<file path="src/rtl/uart_rx_param_if.sv">
// Receive-side handshake bundle for uart_rx_param: the held word, its error tags,
// the ready/ack handshake and the overrun pulse.
interface uart_rx_param_if #(
    parameter int DATA_BITS = 8
);
    logic [DATA_BITS-1:0] uart_word;
    logic                 ready;
    logic                 ack;
    logic                 parity_err;
    logic                 frame_err;
    logic                 overrun;

    modport master (
        output uart_word,
        output ready,
        input  ack,
        output parity_err,
        output frame_err,
        output overrun
    );

    modport slave (
        input  uart_word,
        input  ready,
        output ack,
        input  parity_err,
        input  frame_err,
        input  overrun
    );
endinterface

</file>
<file path="src/rtl/uart_rx_param.sv">
// Oversampled UART receiver with configurable word length, parity and stop bits;
// holds one received word with error tags behind a ready/ack handshake.
module uart_rx_param #(
    parameter int DATA_BITS  = 8,
    parameter int PARITY     = 2,
    parameter int STOP_BITS  = 1,
    parameter int OVERSAMPLE = 16
) (
    input  logic             clk,
    input  logic             rst,
    input  logic             baud_tick,
    input  logic             uart_stream,
    uart_rx_param_if.master  bus
);

    localparam int TW = $clog2(OVERSAMPLE);
    localparam logic [TW-1:0] HALF_M1   = TW'(OVERSAMPLE / 2 - 1);
    localparam logic [TW-1:0] FULL_M1   = TW'(OVERSAMPLE - 1);
    localparam logic [TW-1:0] TICK_ZERO = TW'(0);
    localparam logic [TW-1:0] TICK_ONE  = TW'(1);
    localparam logic [3:0]    LAST_DATA = 4'(DATA_BITS - 1);
    localparam logic [3:0]    LAST_STOP = 4'(STOP_BITS - 1);

    typedef enum logic [2:0] {
        IDLE   = 3'd0,
        START  = 3'd1,
        DATA   = 3'd2,
        PARITY_ST = 3'd3,
        STOP   = 3'd4,
        BREAK  = 3'd5
    } state_t;

    // Expected parity bit for the received data; odd parity is the inverse.
    function automatic logic expected_parity(input logic [DATA_BITS-1:0] d);
        logic even_s;
        even_s = ^d;
        return (PARITY == 1) ? ~even_s : even_s;
    endfunction

    logic [1:0]           sync_r;
    logic                 rx_s;
    state_t               state_r, state_s;
    logic [TW-1:0]        tick_cnt_r, tick_cnt_s;
    logic [3:0]           bit_cnt_r, bit_cnt_s;
    logic [DATA_BITS-1:0] shift_r, shift_s;
    logic                 perr_r, perr_s;
    logic                 ferr_r, ferr_s;
    logic                 deliver_s;
    logic [DATA_BITS-1:0] word_r;
    logic                 ready_r, wperr_r, wferr_r, overrun_r;

    assign rx_s = sync_r[1];

    // Two-flop synchronizer for the asynchronous line; resets to idle-high.
    always_ff @(posedge clk or posedge rst) begin
        if (rst) begin
            sync_r <= 2'b11;
        end else begin
            sync_r <= {sync_r[0], uart_stream};
        end
    end

    // Frame FSM state and datapath registers.
    always_ff @(posedge clk or posedge rst) begin
        if (rst) begin
            state_r    <= IDLE;
            tick_cnt_r <= TICK_ZERO;
            bit_cnt_r  <= 4'd0;
            shift_r    <= {DATA_BITS{1'b0}};
            perr_r     <= 1'b0;
            ferr_r     <= 1'b0;
        end else begin
            state_r    <= state_s;
            tick_cnt_r <= tick_cnt_s;
            bit_cnt_r  <= bit_cnt_s;
            shift_r    <= shift_s;
            perr_r     <= perr_s;
            ferr_r     <= ferr_s;
        end
    end

    // Next-state and datapath updates; everything advances only on baud_tick.
    always_comb begin
        state_s    = state_r;
        tick_cnt_s = tick_cnt_r;
        bit_cnt_s  = bit_cnt_r;
        shift_s    = shift_r;
        perr_s     = perr_r;
        ferr_s     = ferr_r;
        deliver_s  = 1'b0;
        if (baud_tick) begin
            case (state_r)
                IDLE: begin
                    if (!rx_s) begin
                        state_s    = START;
                        tick_cnt_s = TICK_ZERO;
                        perr_s     = 1'b0;
                        ferr_s     = 1'b0;
                    end else begin
                        state_s = IDLE;
                    end
                end
                START: begin
                    // Mid-start re-check rejects short glitches.
                    if (tick_cnt_r == HALF_M1) begin
                        tick_cnt_s = TICK_ZERO;
                        bit_cnt_s  = 4'd0;
                        state_s    = rx_s ? IDLE : DATA;
                    end else begin
                        tick_cnt_s = tick_cnt_r + TICK_ONE;
                    end
                end
                DATA: begin
                    if (tick_cnt_r == FULL_M1) begin
                        tick_cnt_s = TICK_ZERO;
                        shift_s    = {rx_s, shift_r[DATA_BITS-1:1]};
                        if (bit_cnt_r == LAST_DATA) begin
                            bit_cnt_s = 4'd0;
                            state_s   = (PARITY != 0) ? PARITY_ST : STOP;
                        end else begin
                            bit_cnt_s = bit_cnt_r + 4'd1;
                        end
                    end else begin
                        tick_cnt_s = tick_cnt_r + TICK_ONE;
                    end
                end
                PARITY_ST: begin
                    if (tick_cnt_r == FULL_M1) begin
                        tick_cnt_s = TICK_ZERO;
                        perr_s     = (rx_s != expected_parity(shift_r));
                        bit_cnt_s  = 4'd0;
                        state_s    = STOP;
                    end else begin
                        tick_cnt_s = tick_cnt_r + TICK_ONE;
                    end
                end
                STOP: begin
                    if (tick_cnt_r == FULL_M1) begin
                        tick_cnt_s = TICK_ZERO;
                        ferr_s     = ferr_r | ~rx_s;
                        if (bit_cnt_r == LAST_STOP) begin
                            deliver_s = 1'b1;
                            bit_cnt_s = 4'd0;
                            state_s   = ferr_s ? BREAK : IDLE;
                        end else begin
                            bit_cnt_s = bit_cnt_r + 4'd1;
                        end
                    end else begin
                        tick_cnt_s = tick_cnt_r + TICK_ONE;
                    end
                end
                BREAK: begin
                    state_s = rx_s ? IDLE : BREAK;
                end
                default: begin
                    state_s    = IDLE;
                    tick_cnt_s = TICK_ZERO;
                    bit_cnt_s  = 4'd0;
                end
            endcase
        end else begin
            state_s = state_r;
        end
    end

    // Output holding register: delivery wins over a same-cycle take.
    always_ff @(posedge clk or posedge rst) begin
        if (rst) begin
            word_r    <= {DATA_BITS{1'b0}};
            ready_r   <= 1'b0;
            wperr_r   <= 1'b0;
            wferr_r   <= 1'b0;
            overrun_r <= 1'b0;
        end else begin
            overrun_r <= 1'b0;
            if (deliver_s && (!ready_r || bus.ack)) begin
                word_r  <= shift_r;
                wperr_r <= perr_r;
                wferr_r <= ferr_s;
                ready_r <= 1'b1;
            end else if (deliver_s) begin
                overrun_r <= 1'b1;
            end else if (ready_r && bus.ack) begin
                ready_r <= 1'b0;
            end
        end
    end

    assign bus.uart_word  = word_r;
    assign bus.ready      = ready_r;
    assign bus.parity_err = wperr_r;
    assign bus.frame_err  = wferr_r;
    assign bus.overrun    = overrun_r;

endmodule

</file>
<file path="src/flat_wrapper.sv">
// flat-port wrapper written by rule: the top's interface ports become plain ports
module uart_rx_param_flat 
#(
    parameter int DATA_BITS  = 8,
    parameter int PARITY     = 2,
    parameter int STOP_BITS  = 1,
    parameter int OVERSAMPLE = 16
)
  (clk, rst, baud_tick, uart_stream, bus_uart_word, bus_ready, bus_ack, bus_parity_err, bus_frame_err, bus_overrun);
  uart_rx_param_if #(.DATA_BITS(DATA_BITS)) bus_i ();
  input  logic clk;
  input  logic rst;
  input  logic baud_tick;
  input  logic uart_stream;
  output wire logic [$bits(bus_i.uart_word)-1:0] bus_uart_word;
  output wire logic [$bits(bus_i.ready)-1:0] bus_ready;
  input wire logic [$bits(bus_i.ack)-1:0] bus_ack;
  output wire logic [$bits(bus_i.parity_err)-1:0] bus_parity_err;
  output wire logic [$bits(bus_i.frame_err)-1:0] bus_frame_err;
  output wire logic [$bits(bus_i.overrun)-1:0] bus_overrun;
  assign bus_uart_word = bus_i.uart_word;
  assign bus_ready = bus_i.ready;
  assign bus_i.ack = bus_ack;
  assign bus_parity_err = bus_i.parity_err;
  assign bus_frame_err = bus_i.frame_err;
  assign bus_overrun = bus_i.overrun;
  uart_rx_param #(.DATA_BITS(DATA_BITS), .PARITY(PARITY), .STOP_BITS(STOP_BITS), .OVERSAMPLE(OVERSAMPLE)) u_core (.clk(clk), .rst(rst), .baud_tick(baud_tick), .uart_stream(uart_stream), .bus(bus_i));
endmodule
</file>
<file path="config.mk">
export PLATFORM = sky130hd
export DESIGN_NAME = uart_rx_param_flat
export DESIGN_NICKNAME = d
export VERILOG_FILES = /design/src/rtl/uart_rx_param_if.sv /design/src/rtl/uart_rx_param.sv /design/src/flat_wrapper.sv
export SDC_FILE = /design/constraint.sdc
export NUM_CORES = 1
export LEC_CHECK = 0
export BUFFER_PORTS_ARGS = -buffer_cell sky130_fd_sc_hd__buf_2
export CORE_MARGIN = 4
export CORE_UTILIZATION = 35
export CTS_CLUSTER_SIZE = 16
export DETAILED_ROUTE_END_ITERATION = 8
export PLACE_DENSITY = 0.61
export SYNTH_ARGS = -nofsm -noshare
export SYNTH_HDL_FRONTEND = slang
export SYNTH_SLANG_ARGS = --single-unit
</file>
<file path="constraint.sdc">
create_clock -name clk -period 2.1 [get_ports clk]
set_clock_uncertainty 0.15 [all_clocks]
set_input_delay 0.21 -clock clk [delete_from_list [all_inputs] [get_ports clk]]
set_output_delay 0.21 -clock clk [all_outputs]
set_load 0.005 [all_outputs]
</file>
==> results, run 1 <==
- The part of the total power dissipated in the clock network is 31.0%.
- The total wire length after detailed routing is 3200 um.
- The number of cells on the worst reg-to-reg path is 5.
- The area growth from synthesis to final layout is 19.0%.
- For this design, the sink count on the clock tree is 35.
- The total setup violations reported at the end of the flow is 0.
- At the later pin of the worst-skew pair, clock insertion delay measures 290 ps.
- The number of antenna violations at the first check in global routing is 0.
- The number of nets handed over by synthesis was 170.
- The share of the Yosys chip area taken by registers is 49.6%.
- The final design area excluding fillers is 2100 um^2.
- The placeable core region is around 4800 um^2.
- The switching power of the nets is 0.584 mW.
- The completed layout was analyzed and its total power is 1.97 mW.
- The sum of negative setup slack is 0 ps.
- The leakage dissipation is 1.02 nW.
- The maximum buffer depth of the clock tree is 2.
- The achievable frequency is 511 MHz.
- The prevailing post-synth register cell is sky130_fd_sc_hd__dfrtp_1.
- The area of the mapped netlist is 1770 um^2.
- The category of the most critical setup path is flip-flop to flip-flop.
- The average vias per placed instance is 4.79.
- Counting the fill cells in the layout gives between 400 and 500.
- The TritonCTS clock tree is done.
- The number of instances in the synthesized netlist is 162.
- The fraction of layout instances using a drive strength above 1 is 31.3%.
- In the routed design, unresolved DRC markers number 0.
- The post-cts repair resize count is 0.
- After synthesis, the share of flip-flops with an asynchronous set or reset is 100%.
- The placed instances occupy a cell area of 1970 um^2.
- The relative max-transition margin is 69.7%.
- The tool flagged a number of max-cap violations equal to 0.
- The antenna violation net count after detailed routing is 0.
- Dividing the detail-routed wire length by the instance count gives 12.3 um.
- Setup repair after global routing left no endpoint under its margin.
- The I/O pin count is 17.
- The total overflow left after global routing is 0.
- The post-synthesis average cell area is between 10 and 15 um^2.
- The maximum vdd ir drop is 504 uV.
- The type of element capturing the critical path is a flip-flop.
- The HPWL after detailed placement is about 2300 um.
- After layout, the worst path uses 93.2% of the clock period.
- The die is 79.1 um wide.
- The starting density of the core is 36.7%.
- The tree is rooted in a sky130_fd_sc_hd__clkbuf_8.
- The number of warnings reported in the yosys synthesis log is 0.
- The max-slew violation count is 0.
- The H-tree generated during clock tree synthesis spans 2 levels.
- For the worst setup path, the data arrival time is 1990 ps.
- The pin slew with the least headroom to its limit is around 450 ps.
- The count of flip-flops with a built-in enable after synthesis is 0.
- The data required time at the worst endpoint is 2130 ps.
- The DRC violation total after the first TritonRoute iteration is 103.
- The number of antenna diodes is 0.
- The count of distinct cell types in the synthesized netlist is 43.
- The weighted congestion at the end of routability-driven global placement is 0.769.
- In this run the power density over the cells is 938 nW/um^2.
- Entering global routing, the biggest net connects 36 pins.
- The maximum net fanout on the critical path is 10.
- The net count reported at finish is 199.
- The routed layout has 1240 vias.
- The run finished with clean final reports.
- The combinational share of power is between 20% and 30%.
- Net switching is 29.6% of the power.
- The via count of the first global-routing pass is about 1300.
- The type of origin of the critical path is a flip-flop.
- The final hold violation count is 0.
- Counting instances, the worst hold path has a depth of 3.
- The count of buffers inserted at the top-level ports is 16.
- The flip-flop and latch count after synthesis is 35.
- The placement row count is 25.
- The worst path needs 1960 ps of the cycle, external delays included.
- Of the total power, registers draw 44.4%.
- The first-pass GRT wire length is about 6000 um.
- The cell-internal power is 1.39 mW.
- The clock slew seen by the registers of the worst setup and hold paths is ~70 ps.
- The die is 79.1 um tall.
- The pre-antenna-repair detailed-routing pass consisted of 4 iterations.
- TritonCTS created 5 clock buffers.
- The path class of the tightest hold or removal check is input pin to flip-flop.
- The die area is roughly 6300 um^2.
- The global router's overall resource usage is 12.1%.
==> layout make-up <==
cell class / instances / area, um^2 / share of cell area [%]
multi-input cells: 116 / 843 / 40.1
clock inverters: 3 / 43.8 / 2.08
inverters: 7 / 26.3 / 1.25
repair buffers: 26 / 160 / 7.61
well taps: 67 / 83.8 / 3.98
flip-flops and latches: 35 / 878 / 41.7
clock buffers: 5 / 68.8 / 3.27
==> cells in the mapped netlist (all sizes together) (3+ instances only) <==
library cell	count	area, um^2
dfrtp	33	826
mux2	18	203
o21ai	15	78.8
nand2	13	48.8
nor2	8	35.0
xnor2	8	70.1
inv	7	26.3
a21oi	6	30.0
nand3	6	30.0
nand2b	5	31.3
and3	4	26.3
buf	3	17.5
ha	3	37.5
nand3b	3	22.5
nor3b	3	27.5
==> power groups by stage <==
stage	combinational [mW]	sequential [mW]	clock (mW)
2_1_floorplan	0.399	0.868	0
3_3_place_gp	0.478	0.890	0
3_5_place_dp	0.490	0.888	0
4_1_cts	0.492	0.877	0.631
5_1_grt	0.559	0.898	0.662
6_report	0.485	0.876	0.612
==> per-stage QoR <==
| step | setup WS, ps | util, % | hold WS (ps) | cells |
|---|---|---|---|---|
| after floorplan | 271 | - | 64.5 | 162 |
| after CTS | 130 | 43.7 | 106 | 259 |
| final | 142 | 43.7 | 114 | 259 |
| after detailed placement | 141 | 40.9 | 168 | 249 |
| after global placement | 156 | 40.9 | 165 | 249 |
| after global routing | 45.6 | 43.7 | 125 | 259 |
==> state kept, by name (all words and copies together), names as in the netlist, 2 cells and up <==
register and flops:
u_core.shift_r 8, u_core.bit_cnt_r 4, u_core.tick_cnt_r 4, u_core.sync_r 2, u_core.bus.uart_word 8, u_core.state_r 3
==> per-layer routing <==
layer	routed length, um	track usage, %
met3	122	3.74
met4	54	4.64
met5	0	0
met1	1540	15.7
met2	1480	19.0
==> final timing paths <==
| path | slack [ps] | endpoint | from |
|---|---|---|---|
| max | 140 | u_core.bus.uart_word[5]$_DFFE_PP0P_ | u_core.tick_cnt_r[0]$_DFFE_PP0P_ |
| min | 110 | u_core.bus.overrun$_DFF_PP0_ | bus_ack |
| max reg2reg | 140 | u_core.bus.uart_word[5]$_DFFE_PP0P_ | u_core.tick_cnt_r[0]$_DFFE_PP0P_ |
| min reg2reg | 210 | u_core.sync_r[1]$_DFF_PP1_ | u_core.sync_r[0]$_DFF_PP1_ |
| max in group asynchronous | 1040 | u_core.sync_r[1]$_DFF_PP1_ | rst |
| min in group asynchronous | 400 | u_core.tick_cnt_r[0]$_DFFE_PP0P_ | rst |
==> cells by family after synthesis <==
group / after synthesis / synth area share (%)
AOI/OAI and AO/OA: 33 / 12.2
xor gates and xnor gates: 10 / 4.95
adders and majority gates: 3 / 2.12
buffers and inverters: 11 / 2.69
DFF: 35 / 49.6
muxes: 19 / 12.0
and+or+nand+nor: 51 / 16.4
==> timing repair <==
| item | in CTS | in global routing |
|---|---|---|
| hold buffers | 2 | 0 |
| hold endpoints to repair | 34 | 0 |
| setup buffers | 0 | 0 |
==> critical path, stage by stage, from the launching register on <==
cell,delay (ps)
sky130_fd_sc_hd__dfrtp_1,410
sky130_fd_sc_hd__ha_1,250
sky130_fd_sc_hd__and3_1,240
sky130_fd_sc_hd__and3_2,250
sky130_fd_sc_hd__nand4_4,190
sky130_fd_sc_hd__mux2_2,360
==> layout by cell type, fill, tap and decap left out, types with 2 or more instances in the layout <==
master                          netlist  final
sky130_fd_sc_hd__nand2_1             13     13
sky130_fd_sc_hd__nor2_2               2      2
sky130_fd_sc_hd__nor2b_1              2      2
sky130_fd_sc_hd__dfrtp_1             33     33
sky130_fd_sc_hd__xnor2_1              8      8
sky130_fd_sc_hd__inv_1                7      7
sky130_fd_sc_hd__buf_4                1      8
sky130_fd_sc_hd__a21oi_1              6      6
sky130_fd_sc_hd__and3_1               3      3
sky130_fd_sc_hd__dfstp_2              2      2
sky130_fd_sc_hd__o21ai_1              3      3
sky130_fd_sc_hd__nand2b_1             5      5
sky130_fd_sc_hd__nor3_1               2      2
sky130_fd_sc_hd__o21ai_0             11     11
sky130_fd_sc_hd__ha_1                 3      3
sky130_fd_sc_hd__nand3_1              6      6
sky130_fd_sc_hd__nor2_1               6      6
sky130_fd_sc_hd__buf_2                2     16
sky130_fd_sc_hd__clkbuf_8             0      5
sky130_fd_sc_hd__dlygate4sd3_1        0      2
sky130_fd_sc_hd__mux2_2              18     18
sky130_fd_sc_hd__xor2_1               2      2
sky130_fd_sc_hd__nor3b_1              2      2
sky130_fd_sc_hd__nand3b_1             3      3
sky130_fd_sc_hd__a2bb2oi_1            2      2
Note: power is estimated with default switching activity, not from simulation.
==> run 2: changes to the inputs <==
--- a/config.mk
+++ b/config.mk
@@ -5,12 +5,14 @@
 export SDC_FILE = /design/constraint.sdc
 export NUM_CORES = 1
 export LEC_CHECK = 0
+export ABC_AREA = 1
 export BUFFER_PORTS_ARGS = -buffer_cell sky130_fd_sc_hd__buf_2
+export CORE_ASPECT_RATIO = 2
 export CORE_MARGIN = 4
-export CORE_UTILIZATION = 35
+export CORE_UTILIZATION = 25
 export CTS_CLUSTER_SIZE = 16
 export DETAILED_ROUTE_END_ITERATION = 8
-export PLACE_DENSITY = 0.61
+export PLACE_DENSITY = 0.49
 export SYNTH_ARGS = -nofsm -noshare
 export SYNTH_HDL_FRONTEND = slang
 export SYNTH_SLANG_ARGS = --single-unit
==> results, run 2 <==
- The synthesized-area fraction occupied by adder cells is 1.88%.
- The number of instances in the synthesized netlist is 248.
- By area the synthesized netlist is led by sky130_fd_sc_hd__dfrtp_1 41%, sky130_fd_sc_hd__nand2_1 16%, sky130_fd_sc_hd__o21ai_2 8.8%.
- The via count of the first global-routing pass was 1694.
- Clock-pin slew was measured on the worst setup and hold paths at 50 ps.
- The max-slew violation count came to 0.
- The maximum level of the CTS H-tree is 2.
- The leakage dissipation is 1.18 nW.
- By area, the combinational part of the netlist is dominated by simple AND/OR/NAND/NOR gates.
- The post-synthesis average cell area is about 8 um^2.
- Once the floorplan was initialized, standard cells occupied 25.9% of the core.
- During placement, the flow inserted port buffers numbering 16.
- The part of the total power dissipated in the clock network is 32.7%.
- The highest routed metal layer is met4.
- The via count is ~1600.
- The xor/xnor cell area share of the yosys netlist is 1.31%.
- The combinational share of power is about 30%.
- Max-cap violations in this run came to 0.
- For the worst-skew pair, the clock arrives at the later sink with an insertion delay of 280 ps.
- Across all setup checks in the final design, the least slack found is 223 ps.
- The data required time at the worst endpoint is about 2100 ps.
- In this run, the number of DRC markers left after iteration 0 of detailed routing was 68.
- After detailed routing, the average wire length per cell comes to 12.3 um.
- Leaving out fill and tap cells, the most frequent cell in the layout is sky130_fd_sc_hd__nand2_1.
- The post-synthesis mux area share is 0%.
- The complex-gate fraction of the synthesized area is 13.5%.
- The die is 134 um tall.
- The highest cell delay on the worst timing path is approximately 400 ps.
- The number of antenna diodes is 0.
- For the final routed database, the setup TNS stands at 0 ps.
- The logic depth of the worst register-to-register path is 8.
- For this block, the routed nets add up to 4510 um of wire.
- The relative max-transition margin is roughly 69%.
- Counting instances in the post-synthesis netlist gives the leading cell types as 85 x sky130_fd_sc_hd__nand2_1, 33 x sky130_fd_sc_hd__dfrtp_1, 31 x sky130_fd_sc_hd__inv_1, 20 x sky130_fd_sc_hd__o21ai_2, 19 x sky130_fd_sc_hd__nor2_1.
- The minimum period implied by the final worst setup slack is 1880 ps.
- After Yosys synthesis, and, or, nand and nor cells account for 31.6% of the synthesized area.
- Dividing the final minimum period by the clock period gives 89.4%.
- The maximum vdd ir drop is 389 uV.
- For this run, the number of Yosys warnings is 0.
- Yosys mapped a number of flops with a built-in enable equal to 0.
- In this run the clock root is driven by a sky130_fd_sc_hd__clkbuf_16.
- The pre-antenna-repair detailed-routing pass consisted of 4 iterations.
- The prevailing post-synth register cell is sky130_fd_sc_hd__dfrtp_1.
- Global routing finished with a remaining overflow of 0.
- Synthesis inferred 35 register bits.
- The first-pass GRT wire length is 7700 um.
- The slowest stage of the critical path belongs to the cell sky130_fd_sc_hd__dfrtp_1.
- The routed design uses 2710 um of met2 wire.
- The number of different library cells used by synthesis comes to 29.
- The HPWL after detailed placement is 3490 um.
- In this run the core area contains 45 standard-cell rows.
- Yosys instantiated no cell more often than sky130_fd_sc_hd__nand2_1.
- The fraction of layout instances using a drive strength above 1 is ~24%.
- After detailed routing, the number of remaining DRC violations is 0.
- The worst hold path passes through 4 cells.
- Setup repair after global routing left no endpoint under its margin.
- The met1 routed wirelength after detailed routing is 1520 um.
- Dividing the detail-routed via count by the number of cells gives 4.35.
- The critical path in this run is classified as flip-flop to flip-flop.
- The I/O pin count is 17.
- The power per standard cell area is around 930 nW/um^2.
- Net switching is 36.4% of the power.
- The floorplan step defined a die boundary enclosing 9570 um^2.
- Static timing analysis puts the maximum clock frequency at around 530 MHz.
- The number of buffers created by CTS is 5.
- The total area inside the core boundary comes to 7710 um^2.
- The number of antenna violations at the first check in global routing is 0.
- The run finished with clean final reports.
- After filler insertion, the fill cell instance count of the layout stands at 819.
- The type of element capturing the critical path is a flip-flop.
- The maximum buffer depth of the clock tree is 2.
- The top cell type by area accounts for 41.3% of the synthesized area.
- The type of origin of the critical path is a flip-flop.
- Measured along the x axis, the die boundary spans 71.2 um.
- Leaving out fill and tap cells, the most frequent cells in the layout are 85 x sky130_fd_sc_hd__nand2_1, 33 x sky130_fd_sc_hd__dfrtp_1, 31 x sky130_fd_sc_hd__inv_1, 20 x sky130_fd_sc_hd__o21ai_2, 19 x sky130_fd_sc_hd__nor2_1.
- The final hold violation count is 0.
- Of all flip-flops after synthesis, the portion carrying an async set or reset was 100%.
- The largest total area in the synthesized netlist belongs to sky130_fd_sc_hd__dfrtp_1.
- The area growth from synthesis to final layout is 17.4%.
- The share of the yosys chip area belonging to registers is 44.0%.
- The weighted congestion at the end of routability-driven global placement is around 0.83.
- Post-CTS repair changed the size of 0 cells.
- The cell-internal power is 1.38 mW.
- The pin count of the biggest net entering global routing is 36.
- After the last flow step, the layout net total stands at roughly 280.
- The detail route stage leaves a number of antenna-violating nets equal to 0.
- The total setup violations reported at the end of the flow is 0.
- The type of the tightest min-delay check is input pin to flip-flop.
- The setup fix buffers added after clock tree synthesis is 0.
- The TritonCTS clock tree is done.
- Traced cell by cell, the critical path runs through ha_1 > nand2_2 > nor2_2 > inv_2 > nor2_8 > nand4_4 > nand2_1 > o21ai_2.
- The final cell count without fillers is between 300 and 400.
- The routed wire length on met3 is 103 um.
- The post-synthesis net count is ~260.
- For this design, the sink count on the clock tree is 35.
- The global router's overall resource usage is 10.5%.
- The maximum net fanout on the critical path is 19.
- The number of placed instances, taps included, is 358.
- The data arrival time of the critical path is between 1500 and 2000 ps.
- At the pin with the least slew margin, the transition time is 467 ps.
- In this run the power spent charging and discharging nets is 0.791 mW.
- The synthesized netlist occupies a cell area of 2000 um^2.
- Registers are responsible for 38.1% of the overall power.
- Before CTS, the worst setup slack after placement is roughly 220 ps.
## run 2: path summary, 6_finish.rpt
kind | start | to | slack, ps
min in group asynchronous | rst | u_core.state_r[0]$_DFFE_PP0P_ | 430
min | bus_ack | u_core.bus.overrun$_DFF_PP0_ | 130
max | u_core.tick_cnt_r[0]$_DFFE_PP0P_ | u_core.bus.uart_word[0]$_DFFE_PP0P_ | 220
min reg2reg | u_core.sync_r[0]$_DFF_PP1_ | u_core.sync_r[1]$_DFF_PP1_ | 210
max in group asynchronous | rst | u_core.sync_r[1]$_DFF_PP1_ | 1020
max reg2reg | u_core.tick_cnt_r[0]$_DFFE_PP0P_ | u_core.bus.uart_word[0]$_DFFE_PP0P_ | 220
## run 2: timing repair
| item | in CTS | in global routing |
|---|---|---|
| hold endpoints to repair | 34 | 0 |
| hold buffers | 2 | 0 |
| setup endpoints to repair | 0 | 0 |
## run 2: kinds of logic (layout without fill, tap and decap cells)
kind of cell               count (synthesis)  count (layout)
AOI/OAI and AO/OA                         35              35
xor gates and xnor gates                   3               3
adders and majority gates                  3               3
buffers and inverters                     37              63
DFF                                       35              35
and+or+nand+nor                          135             135
## run 2: routing by layer
layer  vias to the layer above  global-route usage [%]
met5                         -                       0
li1                        827                       -
met4                         0                    6.07
met3                        12                    2.25
met1                       744                    9.13
met2                        19                    20.6
## run 2: power groups by stage
stage	Combinational (mW)	Clock [mW]	Sequential, mW
6_report	0.636	0.711	0.828
5_1_grt	0.740	0.766	0.837
4_1_cts	0.649	0.745	0.829
3_5_place_dp	0.643	0	0.840
3_3_place_gp	0.639	0	0.838
2_1_floorplan	0.515	0	0.818
## run 2: worst max-delay path, delay by kind of cell (launching register included)
family	cells	cell delay (ps)
fa+ha+maj	1	220
simple gates	5	820
compound gates	1	60
flops	1	400
buf+inv	1	90
## run 2: final cells by class
cell class              count  area, um^2  share of cell area [%]
clock buffers               7         133                    5.65
clock inverters             1        5.00                   0.213
inverters                  35         131                    5.60
multi-input cells         176         966                    41.2
flip-flops and latches     35         878                    37.4
well taps                  94         118                    5.01
repair buffers             20         115                    4.91
## run 2: per-stage QoR
stage	hold WS, ps	util (%)	power, mW	area (um^2)
2_1_floorplan	64.5	-	1.33	2000
3_3_place_gp	166	28.4	1.48	2190
3_5_place_dp	169	28.4	1.48	2190
4_1_cts	121	30.4	2.22	2350
5_1_grt	149	30.4	2.34	2350
6_report	125	30.4	2.18	2350
==> run 3: changes to the inputs <==
--- a/config.mk
+++ b/config.mk
@@ -9,10 +9,11 @@
 export BUFFER_PORTS_ARGS = -buffer_cell sky130_fd_sc_hd__buf_2
 export CORE_ASPECT_RATIO = 2
 export CORE_MARGIN = 4
-export CORE_UTILIZATION = 25
+export CORE_UTILIZATION = 45
 export CTS_CLUSTER_SIZE = 16
 export DETAILED_ROUTE_END_ITERATION = 8
-export PLACE_DENSITY = 0.49
+export PLACE_DENSITY = 0.72
 export SYNTH_ARGS = -nofsm -noshare
 export SYNTH_HDL_FRONTEND = slang
 export SYNTH_SLANG_ARGS = --single-unit
+export TNS_END_PERCENT = 5
==> results, run 3 (synthesized netlist as in run 2, its figures left out) <==
- For the pin with the worst max-slew slack, the measured transition is about 450 ps.
- Measured along the x axis, the die boundary spans 55.1 um.
- The HPWL after detailed placement is 3160 um.
- The category of the most critical setup path is flip-flop to flip-flop.
- After floorplanning, the core was sized to cover 4340 um^2.
- Overall power consumption after layout is estimated at 1.94 mW.
- The switching power of the nets is ~0.76 mW.
- In this run the core area contains 34 standard-cell rows.
- The total overflow reported by the global router is 0.
- The number of antenna diodes in the final layout is 0.
- The start of the worst register-to-register path is u_core.tick_cnt_r[0]$_DFFE_PP0P_.
- The DRC violation total after the first TritonRoute iteration is 34.
- The maximum vdd ir drop is 474 uV.
- The clock sink count is 35.
- Leaving out fill and tap cells, the most frequent cells in the layout are 85 x sky130_fd_sc_hd__nand2_1, 33 x sky130_fd_sc_hd__dfrtp_1, 31 x sky130_fd_sc_hd__inv_1, 20 x sky130_fd_sc_hd__o21ai_2, 19 x sky130_fd_sc_hd__nor2_1.
- In the routed design, unresolved DRC markers number 0.
- The data arrival time of the critical path is 1860 ps.
- The first detailed-routing pass ran for 4 iterations.
- Clock-pin slew was measured on the worst setup and hold paths at around 70 ps.
- The I/O pin count is 17.
- Summing all placed instances gives a cell area of 2140 um^2.
- After clock tree synthesis, the setup repair step added 0 buffers.
- Max-cap violations in this run came to 0.
- The via count of the first global-routing pass is between 1500 and 2000.
- Counting the fill cells in the layout gives 450.
- The total setup violations reported at the end of the flow is 0.
- For this configuration, the core starts out at a cell density of 46.0%.
- The longest clock path from root to sink contains 2 buffers.
- Counting tap cells, the placed design contains a total of 318 instances.
- The worst register-to-register path has a setup slack of 260 ps.
- The portion of total power attributed to sequential cells is 42.6%.
- The worst min-delay path startpoint is bus_ack.
- In this run the vertical extent of the chip is 102 um.
- In the final timing run, aggregate negative setup slack is 0 ps.
- Cell internal power was estimated by the tool at between 1 and 1.5 mW.
- The count of buffers inserted at the top-level ports is 16.
- For this run, the number of standard cells in the final layout without fillers is 328.
- Entering global routing, the biggest net connects 36 pins.
- Leaving out fill and tap cells, the most frequent cell in the layout is sky130_fd_sc_hd__nand2_1.
- In this run, the combinational gates consume between 30% and 40% of the power.
- CTS built an H-tree with a depth of 2.
- The worst hold-check slack is 127 ps.
- Data on the critical path is required at its endpoint by 2120 ps.
- The part of the total power dissipated in the clock network is 24.7%.
- The net count reported at finish is 281.
- The TritonCTS clock tree is done.
- The final hold violation count is 0.
- In this run the worst setup path terminates at u_core.bus.uart_word[2]$_DFFE_PP0P_.
- Of the cells placed in the final design, the portion with a size suffix greater than 1 is 24.5%.
- Based on the critical path, the design can be clocked at up to 543 MHz.
- In this run the worst path has a maximum fanout of 19.
- STA classifies the critical path startpoint as a flip-flop.
- The detail route stage leaves a number of antenna-violating nets equal to 0.
- The switching share of power is 39.4%.
- The clock reaches the later pin of the worst-skew pair after 280 ps.
- STA classifies the critical path endpoint as a flip-flop.
- The flow ran to the end, and the final reports show no timing, DRC or antenna violations.
- The root buffer cell chosen for the clock tree is sky130_fd_sc_hd__clkbuf_8.
- The congestion estimate from routability-driven global placement came to 0.837.
- The logic depth of the worst register-to-register path is 8.
- TritonCTS created 5 clock buffers.
- The leakage dissipation is ~1.2 nW.
- In the routed layout, each cell is associated on average with a via count of 4.91.
- The critical path starts at u_core.tick_cnt_r[0]$_DFFE_PP0P_.
- Setup repair after global routing left no endpoint under its margin.
- The die covers 5640 um^2.
- The total wire length after detailed routing is 4030 um.
- After layout, the worst path uses 87.7% of the clock period.
- The capture point of the worst reg-to-reg path is u_core.bus.uart_word[2]$_DFFE_PP0P_.
- The power per standard cell area is 864 nW/um^2.
- Relative to the synthesized area, the layout overhead comes to 12.3%.
- Summing over every cut layer, the via total after detailed routing is 1612.
- The number of antenna violations at the first check in global routing came to 0.
- Headroom to the max-slew limit came out at 70.3%.
- The global router's overall resource usage is between 15 and 20%.
- Once layout is done, the placed cells without fillers occupy 2240 um^2.
- The first global-routing pass estimated 6980 um of wire.
- Counting instances, the worst hold path has a depth of 4.
- The max-slew violation count is 0.
- The worst hold path belongs to the class input pin to flip-flop.
- The smallest clock period supported by the final layout is computed as 1840 ps.
- Dividing the detail-routed wire length by the instance count gives 12.3 um.
[run 3: cell count changes in the layout (fill, tap and decap cells not counted), sizes merged]
cell | previous run | this run
clkbuf | 7 | 6
clkinvlp | 0 | 1
[run 3: per-stage QoR]
stage	utilization (%)	setup WS, ps
final	51.7	258
after global routing	51.7	82.9
after CTS	51.7	245
after detailed placement	49.3	255
after global placement	49.3	324
after floorplan	-	431
[run 3: routing by layer]
metal	vias to the layer above	GRT usage [%]	share of wire, %
li1	828	-	-
met4	0	8.05	2.4
met1	758	17.1	36
met5	-	0	0
met2	19	31.7	59
met3	7	3.80	2.2
[run 3: how the worst min path moves through the flow]
| stage | to |
|---|---|
| 3_5_place_dp | u_core.sync_r[0]$_DFF_PP1_ |
| 6_report | u_core.bus.overrun$_DFF_PP0_ |
| 5_1_grt | u_core.bus.ready$_DFFE_PP0P_ |
| 4_1_cts | u_core.bus.ready$_DFFE_PP0P_ |
| 2_1_floorplan | u_core.sync_r[0]$_DFF_PP1_ |
| 3_3_place_gp | u_core.sync_r[0]$_DFF_PP1_ |
[run 3: power by group through the flow]
stage	Sequential (mW)	Clock [mW]	Combinational (mW)
2_1_floorplan	0.818	0	0.515
3_3_place_gp	0.837	0	0.627
4_1_cts	0.829	0.492	0.640
5_1_grt	0.836	0.518	0.711
6_report	0.827	0.478	0.634
3_5_place_dp	0.842	0	0.636
[run 3: cell type report]
class / instances / area, um^2 / share of cell area, %
Inverter: 35 / 131 / 5.86
Sequential cell: 35 / 878 / 39.2
Clock inverter: 2 / 12.5 / 0.558
Multi-Input combinational cell: 176 / 966 / 43.1
Tap cell: 54 / 67.6 / 3.01
Clock buffer: 6 / 72.6 / 3.23
Timing Repair Buffer: 20 / 115 / 5.13
[run 3: repair_timing]
action,in CTS,in global routing
hold endpoints to repair,34,0
hold buffers,2,0
resized for setup,0,0
[run 3: critical path, stage by stage (launching register included)]
cell and delay, ps:
sky130_fd_sc_hd__dfrtp_1 410, sky130_fd_sc_hd__ha_1 230, sky130_fd_sc_hd__nand2_2 80, sky130_fd_sc_hd__nor2_2 120
sky130_fd_sc_hd__inv_2 90, sky130_fd_sc_hd__nor2_8 130, sky130_fd_sc_hd__nand4_4 280, sky130_fd_sc_hd__nand2_1 170
sky130_fd_sc_hd__o21ai_2 60
